===== src/rtl/saturate_pack_if.sv =====
// saturate_pack_if: handshake, data and saturation-status signals of the 32-to-16 narrowing packer
interface saturate_pack_if #(
    parameter int SAT_CNT_W = 8
);
    logic                 in_valid_i;
    logic                 in_ready_o;
    logic [31:0]          in_data_i;
    logic                 keep_sign_i;
    logic                 flush_i;
    logic                 out_valid_o;
    logic                 out_ready_i;
    logic [31:0]          out_data_o;
    logic                 sat_o;
    logic                 clr_sat_i;
    logic [SAT_CNT_W-1:0] sat_count_o;

    modport master (
        output in_valid_i, in_data_i, keep_sign_i, flush_i, out_ready_i, clr_sat_i,
        input  in_ready_o, out_valid_o, out_data_o, sat_o, sat_count_o
    );

    modport slave (
        input  in_valid_i, in_data_i, keep_sign_i, flush_i, out_ready_i, clr_sat_i,
        output in_ready_o, out_valid_o, out_data_o, sat_o, sat_count_o
    );
endinterface


===== src/rtl/saturate_pack.sv =====
// saturate_pack: narrows 32-bit beats to 16 bits with saturation and packs pairs into 32-bit words
module saturate_pack #(
    parameter int SAT_CNT_W = 8
) (
    input logic           clk_i,
    input logic           rst_i,
    saturate_pack_if.slave bus
);
    typedef enum logic {EMPTY, HALF} state_t;

    state_t               r_state;
    logic [15:0]          r_low;
    logic [31:0]          r_out;
    logic                 r_ov;
    logic                 r_sat;
    logic [SAT_CNT_W-1:0] r_cnt;

    logic                 w_sign_fit;
    logic                 w_uns_fit;
    logic                 w_sat;
    logic [15:0]          w_res;
    logic                 w_free;
    logic                 w_ready;
    logic                 w_acc;
    logic                 w_load;
    logic [31:0]          w_word;

    // Narrowing, handshake and word-load decisions for the current cycle
    always_comb begin
        w_sign_fit = (&bus.in_data_i[31:15]) | ~(|bus.in_data_i[31:15]);
        w_uns_fit  = ~(|bus.in_data_i[31:16]);
        w_sat      = bus.keep_sign_i ? ~w_sign_fit : ~w_uns_fit;
        w_res      = !w_sat ? bus.in_data_i[15:0] :
                     !bus.keep_sign_i ? 16'hFFFF :
                     bus.in_data_i[31] ? 16'h8000 : 16'h7FFF;
        w_free     = ~r_ov | bus.out_ready_i;
        w_ready    = ~rst_i & ((r_state == EMPTY) | w_free);
        w_acc      = bus.in_valid_i & w_ready;
        w_load     = (r_state == HALF) & (w_acc | (bus.flush_i & w_free));
        w_word     = w_acc ? {w_res, r_low} : {16'h0000, r_low};
    end

    assign bus.in_ready_o  = w_ready;
    assign bus.out_valid_o = r_ov;
    assign bus.out_data_o  = r_out;
    assign bus.sat_o       = r_sat;
    assign bus.sat_count_o = r_cnt;

    // Pairing FSM: hold the low half, then complete or flush into the output register
    always_ff @(posedge clk_i or posedge rst_i) begin
        if (rst_i) begin
            r_state <= EMPTY;
            r_low   <= '0;
            r_out   <= '0;
            r_ov    <= 1'b0;
        end else begin
            if (w_load) begin
                r_state <= EMPTY;
                r_out   <= w_word;
            end else if (r_state == EMPTY && w_acc) begin
                r_state <= HALF;
                r_low   <= w_res;
            end
            r_ov <= w_load | (r_ov & ~bus.out_ready_i);
        end
    end

    // Sticky saturation flag and non-wrapping event counter; a same-cycle event survives a clear
    always_ff @(posedge clk_i or posedge rst_i) begin
        if (rst_i) begin
            r_sat <= 1'b0;
            r_cnt <= '0;
        end else if (bus.clr_sat_i) begin
            r_sat <= w_acc & w_sat;
            r_cnt <= (w_acc & w_sat) ? SAT_CNT_W'(1) : '0;
        end else if (w_acc & w_sat) begin
            r_sat <= 1'b1;
            r_cnt <= (&r_cnt) ? r_cnt : r_cnt + 1'b1;
        end
    end
endmodule


===== src/flat_wrapper.sv =====
// flat-port wrapper written by rule: the top's interface ports become plain ports
module saturate_pack_flat 
#(
    parameter int SAT_CNT_W = 8
)
  (clk_i, rst_i, bus_in_valid_i, bus_in_data_i, bus_keep_sign_i, bus_flush_i, bus_out_ready_i, bus_clr_sat_i, bus_in_ready_o, bus_out_valid_o, bus_out_data_o, bus_sat_o, bus_sat_count_o);
  saturate_pack_if #(.SAT_CNT_W(SAT_CNT_W)) bus_i ();
  input logic clk_i;
  input logic rst_i;
  input wire logic [$bits(bus_i.in_valid_i)-1:0] bus_in_valid_i;
  input wire logic [$bits(bus_i.in_data_i)-1:0] bus_in_data_i;
  input wire logic [$bits(bus_i.keep_sign_i)-1:0] bus_keep_sign_i;
  input wire logic [$bits(bus_i.flush_i)-1:0] bus_flush_i;
  input wire logic [$bits(bus_i.out_ready_i)-1:0] bus_out_ready_i;
  input wire logic [$bits(bus_i.clr_sat_i)-1:0] bus_clr_sat_i;
  output wire logic [$bits(bus_i.in_ready_o)-1:0] bus_in_ready_o;
  output wire logic [$bits(bus_i.out_valid_o)-1:0] bus_out_valid_o;
  output wire logic [$bits(bus_i.out_data_o)-1:0] bus_out_data_o;
  output wire logic [$bits(bus_i.sat_o)-1:0] bus_sat_o;
  output wire logic [$bits(bus_i.sat_count_o)-1:0] bus_sat_count_o;
  assign bus_i.in_valid_i = bus_in_valid_i;
  assign bus_i.in_data_i = bus_in_data_i;
  assign bus_i.keep_sign_i = bus_keep_sign_i;
  assign bus_i.flush_i = bus_flush_i;
  assign bus_i.out_ready_i = bus_out_ready_i;
  assign bus_i.clr_sat_i = bus_clr_sat_i;
  assign bus_in_ready_o = bus_i.in_ready_o;
  assign bus_out_valid_o = bus_i.out_valid_o;
  assign bus_out_data_o = bus_i.out_data_o;
  assign bus_sat_o = bus_i.sat_o;
  assign bus_sat_count_o = bus_i.sat_count_o;
  saturate_pack #(.SAT_CNT_W(SAT_CNT_W)) u_core (.clk_i(clk_i), .rst_i(rst_i), .bus(bus_i));
endmodule

===== config.mk =====
export PLATFORM = sky130hd
export DESIGN_NAME = saturate_pack_flat
export DESIGN_NICKNAME = d
export VERILOG_FILES = /design/src/rtl/saturate_pack_if.sv /design/src/rtl/saturate_pack.sv /design/src/flat_wrapper.sv
export SDC_FILE = /design/constraint.sdc
export NUM_CORES = 1
export LEC_CHECK = 0
export BUFFER_PORTS_ARGS = -buffer_cell sky130_fd_sc_hd__buf_4
export CAP_MARGIN = 5
export CELL_PAD_IN_SITES_DETAIL_PLACEMENT = 1
export CELL_PAD_IN_SITES_GLOBAL_PLACEMENT = 1
export CORE_MARGIN = 2
export CORE_UTILIZATION = 44
export CTS_BUF_LIST = sky130_fd_sc_hd__clkbuf_4 sky130_fd_sc_hd__clkbuf_8
export DETAILED_ROUTE_END_ITERATION = 8
export PLACE_DENSITY = 0.95
export SLEW_MARGIN = 20
export SYNTH_ARGS = -nofsm -noshare
export SYNTH_HDL_FRONTEND = slang
export SYNTH_SLANG_ARGS = --single-unit

===== constraint.sdc =====
create_clock -name clk_i -period 2.9 [get_ports clk_i]
set_clock_uncertainty 0.1 [all_clocks]
set_input_delay 0.58 -clock clk_i [delete_from_list [all_inputs] [get_ports clk_i]]
set_output_delay 0.58 -clock clk_i [all_outputs]
set_load 0.05 [all_outputs]

==> impl_summary.txt <==
----------------------------------------------------
[Status]
  Status ... finished clean

[Synthesis]
  Synthesized net count ... 236
  Cell types occupying the most area after synthesis ... sky130_fd_sc_hd__dfrtp_1 59%, sky130_fd_sc_hd__a221o_1 12%, sky130_fd_sc_hd__mux2_2 8.1%
  Ys flop type ... sky130_fd_sc_hd__dfrtp_1
  Synth async-reset ratio ... 1.00
  Share of the yosys chip area belonging to registers ... 0.589
  Post-synth top area cell ... sky130_fd_sc_hd__dfrtp_1
  Synthesized area divided by synthesized cell count ... 12.8 µm²
  FF+latch count, synth ... 59
  Total standard cell area after synthesis ... 0.00251 mm²
  Number of instances in the synthesized netlist ... 196
  Share of Yosys cell area claimed by the top area cell type ... 0.589
  Ys Warns ... 0
  Number of enable flip-flop cells after synthesis ... 0
  Library cells used by synthesis ... 31

[Die]
  Vertical die dimension ... 79.5 µm
  Initial standard-cell utilization of the core ... 0.456
  Area enclosed by the die boundary ... 0.00632 mm²
  I/O Pins ... 82
  Number of rows in the core area ... 27
  Area inside the core boundary ... 0.00551 mm²
  Floorplan die width ... 79.5 µm

[Power]
  Lkg Pwr ... 1.59 nW
  P per Cell Area ... 1230 mW/mm²
  Peak supply drop ... 0.592 mV

[Cells and area]
  Number of nets at the end of the flow ... 321
  Top library cells by usage in the layout, fill and taps aside ... 84 x sky130_fd_sc_hd__buf_4, 59 x sky130_fd_sc_hd__dfrtp_1, 30 x sky130_fd_sc_hd__a221o_1, 18 x sky130_fd_sc_hd__mux2_2, 11 x sky130_fd_sc_hd__clkbuf_8
  Layout cells sized above 1 ... 0.439
  Number of antenna cells inserted ... 0
  Final instance area ... 0.00342 mm²
  Relative area change from synthesis to final layout ... 36.3%
  Most common cell after layout, fill and taps aside ... sky130_fd_sc_hd__buf_4
  Finished Layout Cells ... 357

[Setup path]
  Worst flop-to-flop path endpoint ... u_core.bus.sat_count_o[6]$_DFFE_PP0P_
  Startpoint of the lowest-slack register-to-register path ... u_core.bus.out_valid_o$_DFF_PP0_
  CP Data Required Time ... 3030 ps
  Worst setup path startpoint ... u_core.bus.out_valid_o$_DFF_PP0_
  Worst Setup End Kind ... flip-flop
  CP arrival ... 2390 ps
  Kind of critical path ... reg2reg
  Critical path's top delay family ... simple AND/OR/NAND/NOR gates
  Number of cells traversed by the worst register-to-register path ... 5
  Worst-case register-to-register setup slack ... 640 ps
  Largest stage delay on the critical path ... 550 ps
  Critical path startpoint category ... flip-flop
  Crit path max fanout ... 8
  Slowest stage cell on the critical path ... sky130_fd_sc_hd__a211oi_2
  Sequence of cells on the critical path ... nor2b_1 > a211oi_2 > nand2_1 > nor4_1 > mux2_2
  Buffers plus inverters on the worst setup path ... 0

[Place]
  Inst Count DP ... 342
  Number of buffers inserted by port buffering ... 81
  Area after detailed placement ... 0.00319 mm²
  DP HPWL ... 5500 µm
  Routability-driven placement congestion ratio ... 0.867
  Place WS ... 442 ps

[CTS]
  Buffer type at the clock tree root ... sky130_fd_sc_hd__clkbuf_8
  Clock slew at the register clock pins of the worst setup and hold paths ... 60 ps
  Total clock buffers created by CTS ... 9
  Post-CTS Hold Fix Bufs ... 0
  Clock Latency Late Sink ... 350 ps
  CTS tree ... done
  CTS resizes ... 0
  Setup Fix Bufs, Post-CTS ... 0
  Maximum clock path buffer count ... 2
  Number of clock sinks seen by CTS ... 59
  Max H-tree Level ... 3

[Job]
  Number of max-cap violations ... 0

[Timing]
  Final worst setup slack ... 637 ps
  Highest clock frequency the design can meet ... 442 MHz
  RSZ-0062 raised after global routing ... false
  Relative slew slack ... 0.252
  Slew at the pin closest to its max-slew limit ... 1120 ps
  Total of endpoints with negative setup slack in the final report ... 0
  Final cycle utilization of the critical path ... 0.780
  Final max-slew violation count ... 0
  Count of endpoints failing hold in the final timing report ... 0
  Total Negative Setup Slacks ... 0 ps
  Post-layout minimum cycle time ... 2260 ps

[Route]
  Total via count after detailed routing ... 2143
  Aggregate routed wire length ... 7680 µm
  Count of antenna-violating nets left after detailed routing ... 0
  Average routed wire per standard cell ... 21.5 µm
  Total DRC errors in the routed layout ... 0
  Total iterations of the first detailed-routing run ... 4
  Avg Vias per Cell ... 6.00
  Iteration-0 DRC count of the detailed router ... 115

[Global routing]
  Total GRT Usage ... 0.264
  Number of antenna violations at the first check in global routing ... 0
  First-pass GRT wire length ... 12300 µm
  Largest net degree at the start of global routing ... 58
  Number of global-route vias before repair ... 2251
  Congestion Overflow GR ... 0

[Hold path]
  Type of the most critical hold path ... in2async

----------------------------------------------------
==> through the flow <==
step	total power, mW	util	hold slack, ps
6_report	4.22	0.621	24.9
5_1_grt	4.40	0.621	24.2
4_1_cts	4.24	0.620	15.2
3_5_place_dp	3.38	0.579	386
3_3_place_gp	3.27	0.579	365
2_1_floorplan	2.70	-	346
==> cell usage after synthesis, types with 6 or more instances <==
cell type and number:
sky130_fd_sc_hd__dfrtp_1 59, sky130_fd_sc_hd__a221o_1 30, sky130_fd_sc_hd__mux2_2 18, sky130_fd_sc_hd__nand2_1 8, sky130_fd_sc_hd__o21ai_0 8, sky130_fd_sc_hd__clkbuf_1 7
sky130_fd_sc_hd__a21oi_1 6, sky130_fd_sc_hd__inv_1 6, sky130_fd_sc_hd__nand4_1 6, sky130_fd_sc_hd__or3_1 6
==> report_power, final <==
part / internal, mW / switching, mW
Combinational: 0.685 / 1.24
Sequential: 1.19 / 0.247
Clock: 0.526 / 0.329
Total: 2.40 / 1.82
==> logic make-up after synthesis <==
logic type,count (synthesis),share of synthesized area
compound gates,52,0.181
mux,18,0.0808
simple gates,49,0.113
buf+inv,17,0.0324
flops,59,0.589
fa+ha+maj,1,0.00499
==> worst max-delay path by stage <==
stage               cells after the start                                     to
floorplan                               2                         bus_in_ready_o
global placement                        7  u_core.bus.sat_count_o[6]$_DFFE_PP0P_
detailed placement                      6  u_core.bus.sat_count_o[6]$_DFFE_PP0P_
CTS                                     5  u_core.bus.sat_count_o[6]$_DFFE_PP0P_
global route                            5  u_core.bus.sat_count_o[7]$_DFFE_PP0P_
finish                                  5  u_core.bus.sat_count_o[6]$_DFFE_PP0P_
==> final cells by class <==
cell class                 instances  area, µm²
clock buffer                      11        151
clock inverter                     4       73.8
fill                             557       2090
inverter                           6       22.5
multi-input combinational        120        953
sequential                        59       1480
tap                               72       90.1
timing repair buffer              85        651
==> registers in the layout, indices dropped and copies added, names as in the netlist <==
signal and cells:
u_core.bus.out_valid_o 1, u_core.bus.sat_count_o 8, u_core.r_low 16, u_core.r_state 1
u_core.bus.sat_o 1, u_core.bus.out_data_o 32
==> layer usage <==
layer	routed length (µm)	GRT usage
met1	3010	0.317
met2	3890	0.438
met3	479	0.0701
met4	297	0.129
met5	0	0
Power figures use the tool's default switching activity.
